## config.mk

```make
export PLATFORM = sky130hd
export DESIGN_NAME = alu_issue_unit
export DESIGN_NICKNAME = d
export VERILOG_FILES = /design/src/rtl/alu_pkg.sv /design/src/rtl/alu_regfile.sv /design/src/rtl/alu_issue_unit.sv
export SDC_FILE = /design/constraint.sdc
export NUM_CORES = 1
export LEC_CHECK = 0
export ABC_AREA = 1
export BUFFER_PORTS_ARGS = -buffer_cell sky130_fd_sc_hd__buf_4
export CAP_MARGIN = 20
export CORE_UTILIZATION = 43
export DETAILED_ROUTE_END_ITERATION = 10
export HOLD_SLACK_MARGIN = 0.08
export MAX_ROUTING_LAYER = met4
export PLACE_DENSITY = 0.73
export SLEW_MARGIN = 10
export SYNTH_ARGS = -nofsm -noshare
export SYNTH_HDL_FRONTEND = slang
export SYNTH_SLANG_ARGS = --single-unit
```

## constraint.sdc

```tcl
create_clock -name clk -period 7.25 [get_ports clk]
set_clock_uncertainty 0.15 [all_clocks]
set_input_delay 0 -clock clk [delete_from_list [all_inputs] [get_ports clk]]
set_output_delay 0 -clock clk [all_outputs]
set_load 0.03 [all_outputs]
```

## src/rtl/alu_pkg.sv

```systemverilog
// -----------------------------------------------------------------------------
// alu_pkg
// Shared definitions for the ALU issue stage. It holds the datapath widths, the
// ALU opcode constants, the bit positions of the instruction fields, and the
// encoding of the issue FSM states.
// -----------------------------------------------------------------------------
package alu_pkg;

    localparam int DATA_W  = 16;  // operand/result width, matches the ALU
    localparam int INSTR_W = 16;  // instruction word width
    localparam int ADDR_W  = 3;   // register address width
    localparam int CODE_W  = 5;   // ALU opcode width
    localparam int CNT_W   = 4;   // settle counter width (SETTLE_CYCLES 1..15)

    // Instruction word fields: [15:11] code, [10:8] rd, [7:5] rs1, [4:2] rs2
    localparam int CODE_LSB = 11;
    localparam int RD_LSB   = 8;
    localparam int RS1_LSB  = 5;
    localparam int RS2_LSB  = 2;

    // ALU opcodes; the issue unit forwards these undecoded
    localparam logic [CODE_W-1:0] OP_ADD  = 5'b00000;  // signed add
    localparam logic [CODE_W-1:0] OP_ADDU = 5'b00001;  // unsigned add
    localparam logic [CODE_W-1:0] OP_SUB  = 5'b00010;  // signed subtract
    localparam logic [CODE_W-1:0] OP_SUBU = 5'b00011;  // unsigned subtract
    localparam logic [CODE_W-1:0] OP_AND  = 5'b00100;
    localparam logic [CODE_W-1:0] OP_OR   = 5'b00101;
    localparam logic [CODE_W-1:0] OP_XOR  = 5'b00110;
    localparam logic [CODE_W-1:0] OP_NOR  = 5'b00111;
    localparam logic [CODE_W-1:0] OP_SLL  = 5'b01000;
    localparam logic [CODE_W-1:0] OP_SRL  = 5'b01001;
    localparam logic [CODE_W-1:0] OP_SRA  = 5'b01010;
    localparam logic [CODE_W-1:0] OP_SEQ  = 5'b11100;
    localparam logic [CODE_W-1:0] OP_SNE  = 5'b11101;
    localparam logic [CODE_W-1:0] OP_SLT  = 5'b11110;
    localparam logic [CODE_W-1:0] OP_SLTU = 5'b11111;

    typedef enum logic [1:0] {
        ST_IDLE = 2'd0,
        ST_EXEC = 2'd1,
        ST_DONE = 2'd2
    } state_t;

endpackage

```

## src/rtl/alu_regfile.sv

```systemverilog
// -----------------------------------------------------------------------------
// alu_regfile
// REG_COUNT x DATA_W register file with register 0 hardwired to zero.
//   i_clk, i_rst            : clock, asynchronous active-high reset
//   i_rs1_addr/o_rs1_data   : operand read port A (combinational)
//   i_rs2_addr/o_rs2_data   : operand read port B (combinational)
//   i_dbg_addr/o_dbg_data   : debug read port (combinational)
//   i_wb_*                  : ALU writeback port (higher priority)
//   i_host_*                : host write port (dropped on address collision)
// -----------------------------------------------------------------------------
module alu_regfile
    import alu_pkg::*;
#(
    parameter int REG_COUNT = 8
) (
    input  logic              i_clk,
    input  logic              i_rst,
    input  logic [ADDR_W-1:0] i_rs1_addr,
    input  logic [ADDR_W-1:0] i_rs2_addr,
    input  logic [ADDR_W-1:0] i_dbg_addr,
    output logic [DATA_W-1:0] o_rs1_data,
    output logic [DATA_W-1:0] o_rs2_data,
    output logic [DATA_W-1:0] o_dbg_data,
    input  logic              i_wb_we,
    input  logic [ADDR_W-1:0] i_wb_addr,
    input  logic [DATA_W-1:0] i_wb_data,
    input  logic              i_host_we,
    input  logic [ADDR_W-1:0] i_host_addr,
    input  logic [DATA_W-1:0] i_host_wdata
);

    logic [DATA_W-1:0] r_mem [REG_COUNT];

    // NOTE: the memory is reset entry by entry because the register file must
    // read as all-zero straight out of reset; this forces flops, not RAM macros.
    // NOTE: sequential state is assigned with <= so every entry samples the
    // pre-edge values of the write ports, independent of statement order.
    always_ff @(posedge i_clk or posedge i_rst) begin
        if (i_rst) begin
            for (int i = 0; i < REG_COUNT; i++) begin
                r_mem[i] <= '0;
            end
        end else begin
            // Entry 0 is never written, so it reads zero forever.
            for (int i = 1; i < REG_COUNT; i++) begin
                if (i_wb_we && (i_wb_addr == ADDR_W'(i))) begin
                    r_mem[i] <= i_wb_data;
                end else if (i_host_we && (i_host_addr == ADDR_W'(i))) begin
                    r_mem[i] <= i_host_wdata;
                end
            end
        end
    end

    // Reads see the stored value only: no bypass of same-edge writes.
    assign o_rs1_data = r_mem[i_rs1_addr];
    assign o_rs2_data = r_mem[i_rs2_addr];
    assign o_dbg_data = r_mem[i_dbg_addr];

endmodule

```

## src/rtl/alu_issue_unit.sv

```systemverilog
// -----------------------------------------------------------------------------
// alu_issue_unit
// Issue stage in front of a 16-bit ALU. It accepts one instruction at a time,
// presents the operands and opcode to the ALU, holds them for SETTLE_CYCLES,
// then captures C/overflow, writes C back and updates the status flags.
//   clk, rst                   : clock, asynchronous active-high reset
//   instr_valid/instr_ready    : instruction handshake; instr is the word
//   host_we/host_addr/host_wdata : host register write port
//   dbg_addr/dbg_data          : combinational register read for debug
//   alu_a/alu_b/alu_code       : registered drive to the ALU
//   alu_c/alu_overflow         : ALU results, sampled at writeback
//   done                       : one-cycle pulse after writeback
//   result, flag_*             : last captured result and its status
//   ovf_clr                    : clears flag_ovf_sticky
// -----------------------------------------------------------------------------
module alu_issue_unit
    import alu_pkg::*;
#(
    parameter int REG_COUNT     = 8,
    parameter int SETTLE_CYCLES = 1
) (
    input  logic               clk,
    input  logic               rst,
    input  logic               instr_valid,
    output logic               instr_ready,
    input  logic [INSTR_W-1:0] instr,
    input  logic               host_we,
    input  logic [ADDR_W-1:0]  host_addr,
    input  logic [DATA_W-1:0]  host_wdata,
    input  logic [ADDR_W-1:0]  dbg_addr,
    output logic [DATA_W-1:0]  dbg_data,
    output logic [DATA_W-1:0]  alu_a,
    output logic [DATA_W-1:0]  alu_b,
    output logic [CODE_W-1:0]  alu_code,
    input  logic [DATA_W-1:0]  alu_c,
    input  logic               alu_overflow,
    output logic               done,
    output logic [DATA_W-1:0]  result,
    output logic               flag_zero,
    output logic               flag_neg,
    output logic               flag_ovf,
    output logic               flag_ovf_sticky,
    input  logic               ovf_clr
);

    localparam logic [CNT_W-1:0] CNT_INIT = CNT_W'(SETTLE_CYCLES - 1);

    state_t            r_state;
    logic [CNT_W-1:0]  r_cnt;
    logic [ADDR_W-1:0] r_rd;
    logic [DATA_W-1:0] r_alu_a;
    logic [DATA_W-1:0] r_alu_b;
    logic [CODE_W-1:0] r_alu_code;
    logic              r_done;
    logic [DATA_W-1:0] r_result;
    logic              r_flag_zero;
    logic              r_flag_neg;
    logic              r_flag_ovf;
    logic              r_flag_ovf_sticky;

    logic [DATA_W-1:0] w_rs1_data;
    logic [DATA_W-1:0] w_rs2_data;
    logic              w_wb_we;
    logic [1:0]        w_unused_rsvd;

    assign w_unused_rsvd = instr[1:0];

    // Writeback happens on the last settle edge of EXEC.
    assign w_wb_we = (r_state == ST_EXEC) && (r_cnt == '0);

    alu_regfile #(
        .REG_COUNT (REG_COUNT)
    ) u_regfile (
        .i_clk        (clk),
        .i_rst        (rst),
        .i_rs1_addr   (instr[RS1_LSB +: ADDR_W]),
        .i_rs2_addr   (instr[RS2_LSB +: ADDR_W]),
        .i_dbg_addr   (dbg_addr),
        .o_rs1_data   (w_rs1_data),
        .o_rs2_data   (w_rs2_data),
        .o_dbg_data   (dbg_data),
        .i_wb_we      (w_wb_we),
        .i_wb_addr    (r_rd),
        .i_wb_data    (alu_c),
        .i_host_we    (host_we),
        .i_host_addr  (host_addr),
        .i_host_wdata (host_wdata)
    );

    always_ff @(posedge clk or posedge rst) begin
        if (rst) begin
            r_state           <= ST_IDLE;
            r_cnt             <= '0;
            r_rd              <= '0;
            r_alu_a           <= '0;
            r_alu_b           <= '0;
            r_alu_code        <= '0;
            r_done            <= 1'b0;
            r_result          <= '0;
            r_flag_zero       <= 1'b0;
            r_flag_neg        <= 1'b0;
            r_flag_ovf        <= 1'b0;
            r_flag_ovf_sticky <= 1'b0;
        end else begin
            r_done <= 1'b0;
            case (r_state)
                ST_IDLE: begin
                    if (instr_valid) begin
                        r_alu_a    <= w_rs1_data;
                        r_alu_b    <= w_rs2_data;
                        r_alu_code <= instr[CODE_LSB +: CODE_W];
                        r_rd       <= instr[RD_LSB +: ADDR_W];
                        r_cnt      <= CNT_INIT;
                        r_state    <= ST_EXEC;
                    end
                end
                ST_EXEC: begin
                    if (r_cnt == '0) begin
                        r_result    <= alu_c;
                        r_flag_zero <= (alu_c == '0);
                        r_flag_neg  <= alu_c[DATA_W-1];
                        r_flag_ovf  <= alu_overflow;
                        r_done      <= 1'b1;
                        r_state     <= ST_DONE;
                    end else begin
                        r_cnt <= r_cnt - 1'b1;
                    end
                end
                ST_DONE: begin
                    r_state <= ST_IDLE;
                end
                default: begin
                    r_state <= ST_IDLE;
                end
            endcase
            // Clear first, then OR in the new overflow so a same-edge set wins.
            r_flag_ovf_sticky <= (r_flag_ovf_sticky & ~ovf_clr) | (w_wb_we & alu_overflow);
        end
    end

    // Combinational so the unit is ready in the very first cycle after reset.
    assign instr_ready     = (r_state == ST_IDLE) && !rst;
    assign alu_a           = r_alu_a;
    assign alu_b           = r_alu_b;
    assign alu_code        = r_alu_code;
    assign done            = r_done;
    assign result          = r_result;
    assign flag_zero       = r_flag_zero;
    assign flag_neg        = r_flag_neg;
    assign flag_ovf        = r_flag_ovf;
    assign flag_ovf_sticky = r_flag_ovf_sticky;

endmodule
```

==> impl_metrics.env <==
export IMPL_holdCritPathClass="input port to flip-flop"
export IMPL_firstDrtPassIters=6
export IMPL_status="complete, no violations"
export IMPL_synth_cell_types=23
export IMPL_die_area_sq_um=28800
export IMPL_r2r_cells=9
export IMPL_cts_root_buf="clkbuf_16"
export IMPL_finalWirelength_um=46100
export IMPL_worstPathRequired_ns=7.42
export IMPL_reg2reg_slack_ns=3.18
export IMPL_min_to="r_rd[2]$_DFFE_PP0P_"
export IMPL_rsz0062_at_grt="no"
export IMPL_worst_pin_slew_ns=1.10
export IMPL_met2WireLength_um=19500
export IMPL_crit_fanout=59
export IMPL_htree_levels=4
export IMPL_crit_type="flip-flop to flip-flop"
export IMPL_drive_gt1_share_pct=9.98
export IMPL_drv_slew=0
export IMPL_layout_common_cells="885 x nand2_1, 381 x nand3_1, 178 x dfrtp_1"
export IMPL_yosys_warnings=16
export IMPL_cts_tree="done"
export IMPL_r2r_end="u_regfile.r_mem[85]$_DFFE_PP0P_"
export IMPL_wl_met3_um=5530
export IMPL_wl_met1_um=19800
export IMPL_holdPathStages=4
export IMPL_vias=13700
export IMPL_via_per_inst=5.58
export IMPL_crit_arrival_ns=4.24
export IMPL_ioPinCount=135
export IMPL_die_width_um=170
export IMPL_initial_utilization_pct=43.6
export IMPL_gp_congestion=0.941
export IMPL_cts_sinks=178
export IMPL_hp_start="instr[10]"
export IMPL_peakVddDrop_v=0.000275
export IMPL_rows=61
export IMPL_grt_pass1_wl_um=71200
export IMPL_path_clk_slew_ns=0.08
export IMPL_fin_cells=2462
export IMPL_crit_path_start_kind="flip-flop"
export IMPL_grt_max_degree=104
export IMPL_power_density_nw_per_um2=388
export IMPL_syn_area_per_cell_sq_um=6.17
export IMPL_mostFrequentLayoutCell="nand2_1"
export IMPL_synth_seq_cells=178
export IMPL_total_leakage_power_nw=7.66
export IMPL_ys_seq_area_share_pct=36.8
export IMPL_finalSetupViolCount=0
export IMPL_top_layer_used="met4"
export IMPL_portBuffers=132
export IMPL_antenna_found_initial=0
export IMPL_syn_area_sq_um=12100
export IMPL_ctsResizeCount=0
export IMPL_layout_nets=2133
export IMPL_wl_per_cell_um=18.7
export IMPL_first_global_vias=12200
export IMPL_gr_total_overflow=0
export IMPL_min_period_over_period_pct=56.1
export IMPL_n_antenna_cell=0
export IMPL_hold_violations=0
export IMPL_period_minus_slack_ns=4.07
export IMPL_r2r_start="r_cnt[0]$_DFFE_PP0P_"
export IMPL_syn_nets=2022
export IMPL_nFillCells=2754
export IMPL_drt_iter0_drc=1814
export IMPL_antenna_left=0
export IMPL_setup_tns_ns=0
export IMPL_dp_cells=2350
export IMPL_cap_violations=0
export IMPL_synth_cells=1960
export IMPL_area_growth_pct=19.7
export IMPL_core_area_sq_um=27700
export IMPL_end_kind="flip-flop"
export IMPL_fmax_mhz=246
export IMPL_drc_errors=0
export IMPL_grtUsageTotal_pct=33.3
export IMPL_fp_dieH_um=170
export IMPL_cp_startpoint="r_cnt[0]$_DFFE_PP0P_"
export IMPL_clock_latency_ns=0.45
export IMPL_cts_buffer_depth=2
export IMPL_numCtsBuffers=17
export IMPL_slew_headroom_pct=26.8
export IMPL_hpwl_um=30300
[worst max-delay path by stage]
| stage | end | slack (ns) | cells after the start |
|---|---|---|---|
| floorplan | alu_a[0]$_DFFE_PP0P_ | 2.27 | 1 |
| global placement | u_regfile.r_mem[0]$_DFFE_PP0P_ | 3.90 | 8 |
| detailed placement | u_regfile.r_mem[105]$_DFFE_PP0P_ | 3.86 | 8 |
| CTS | u_regfile.r_mem[105]$_DFFE_PP0P_ | 3.31 | 9 |
| global route | u_regfile.r_mem[85]$_DFFE_PP0P_ | 2.97 | 9 |
| finish | u_regfile.r_mem[85]$_DFFE_PP0P_ | 3.18 | 9 |
[cell usage after synthesis, drive strengths merged]
cell    count  area [sq um]
o21ai     103           515
nand4       3          18.8
nand2     888          3360
clkbuf     61           229
nand3     391          2010
ha          2          25.0
buf        73           412
inv        80           300
nor2      164           638
dfrtp     178          4450
nor3        7          96.3
clkinv     10          37.5
[what timing repair did]
item	4_1_cts	5_1_grt
setup endpoints to repair	0	0
hold buffers	79	0
endpoints found under the hold margin	276	0
setup buffers	0	0
[kinds of logic after synthesis]
kind of cell / count (synthesis) / share of synthesized area, %
buf+inv: 224 / 8.09
simple gates: 1453 / 50.6
fa+ha+maj: 2 / 0.207
flops: 178 / 36.8
compound gates: 103 / 4.26
[registers in the layout, summed over array words and instances (netlist names)]
name and flops:
r_rd 3, result 15, flag_neg 1, alu_b 16
r_state 2, done 1, flag_ovf_sticky 1, flag_zero 1
r_cnt 4, alu_code 5, u_regfile.r_mem 112, flag_ovf 1
alu_a 16
[cell type report]
type / count / area [sq um] / share of cell area, %
Tap cell: 378 / 473 / 3.27
Multi-Input combinational cell: 1558 / 6660 / 46.0
Sequential cell: 178 / 4450 / 30.8
Clock inverter: 14 / 185 / 1.28
Timing Repair Buffer: 226 / 1910 / 13.2
Clock buffer: 18 / 439 / 3.04
Inverter: 90 / 343 / 2.37
[power breakdown]
part / switching [mW] / leakage, nW / total [mW] / internal (mW)
clock: 0.496 / 0.301 / 0.977 / 0.481
combinational: 1.58 / 5.19 / 2.48 / 0.898
sequential: 0.665 / 2.18 / 2.15 / 1.48
total: 2.75 / 7.66 / 5.61 / 2.86
[critical path: stages, from the launching register on]
cell and delay (ns):
dfrtp_1 0.39, inv_1 0.11, ha_1 0.17, nand2_1 0.13
nor2_4 0.58, buf_4 0.63, nand2_1 0.82, nand3_1 0.27
nand3_1 0.09, dlygate4sd3_1 0.56
[metrics by stage]
| step | area [sq um] | power (mW) | hold WS [ns] | util (%) | setup WS, ns |
|---|---|---|---|---|---|
| 3_3_place_gp | 13000 | 4.39 | 0.0300 | 47.0 | 3.90 |
| 3_5_place_dp | 13000 | 4.45 | 0.0393 | 47.0 | 3.86 |
| 5_1_grt | 14500 | 5.96 | 0.179 | 52.2 | 2.97 |
| 6_report | 14500 | 5.61 | 0.164 | 52.2 | 3.18 |
| 4_1_cts | 14400 | 5.54 | 0.157 | 52.1 | 3.31 |
| 2_1_floorplan | 12100 | 3.54 | -0.0536 | - | 2.27 |
[layer usage]
layer,up-vias,global-route usage (%)
met2,845,47.5
met3,83,6.48
li1,6434,-
met5,-,-
met1,6376,47.2
met4,0,10.3
No activity file was read; power rests on OpenSTA's default activity.
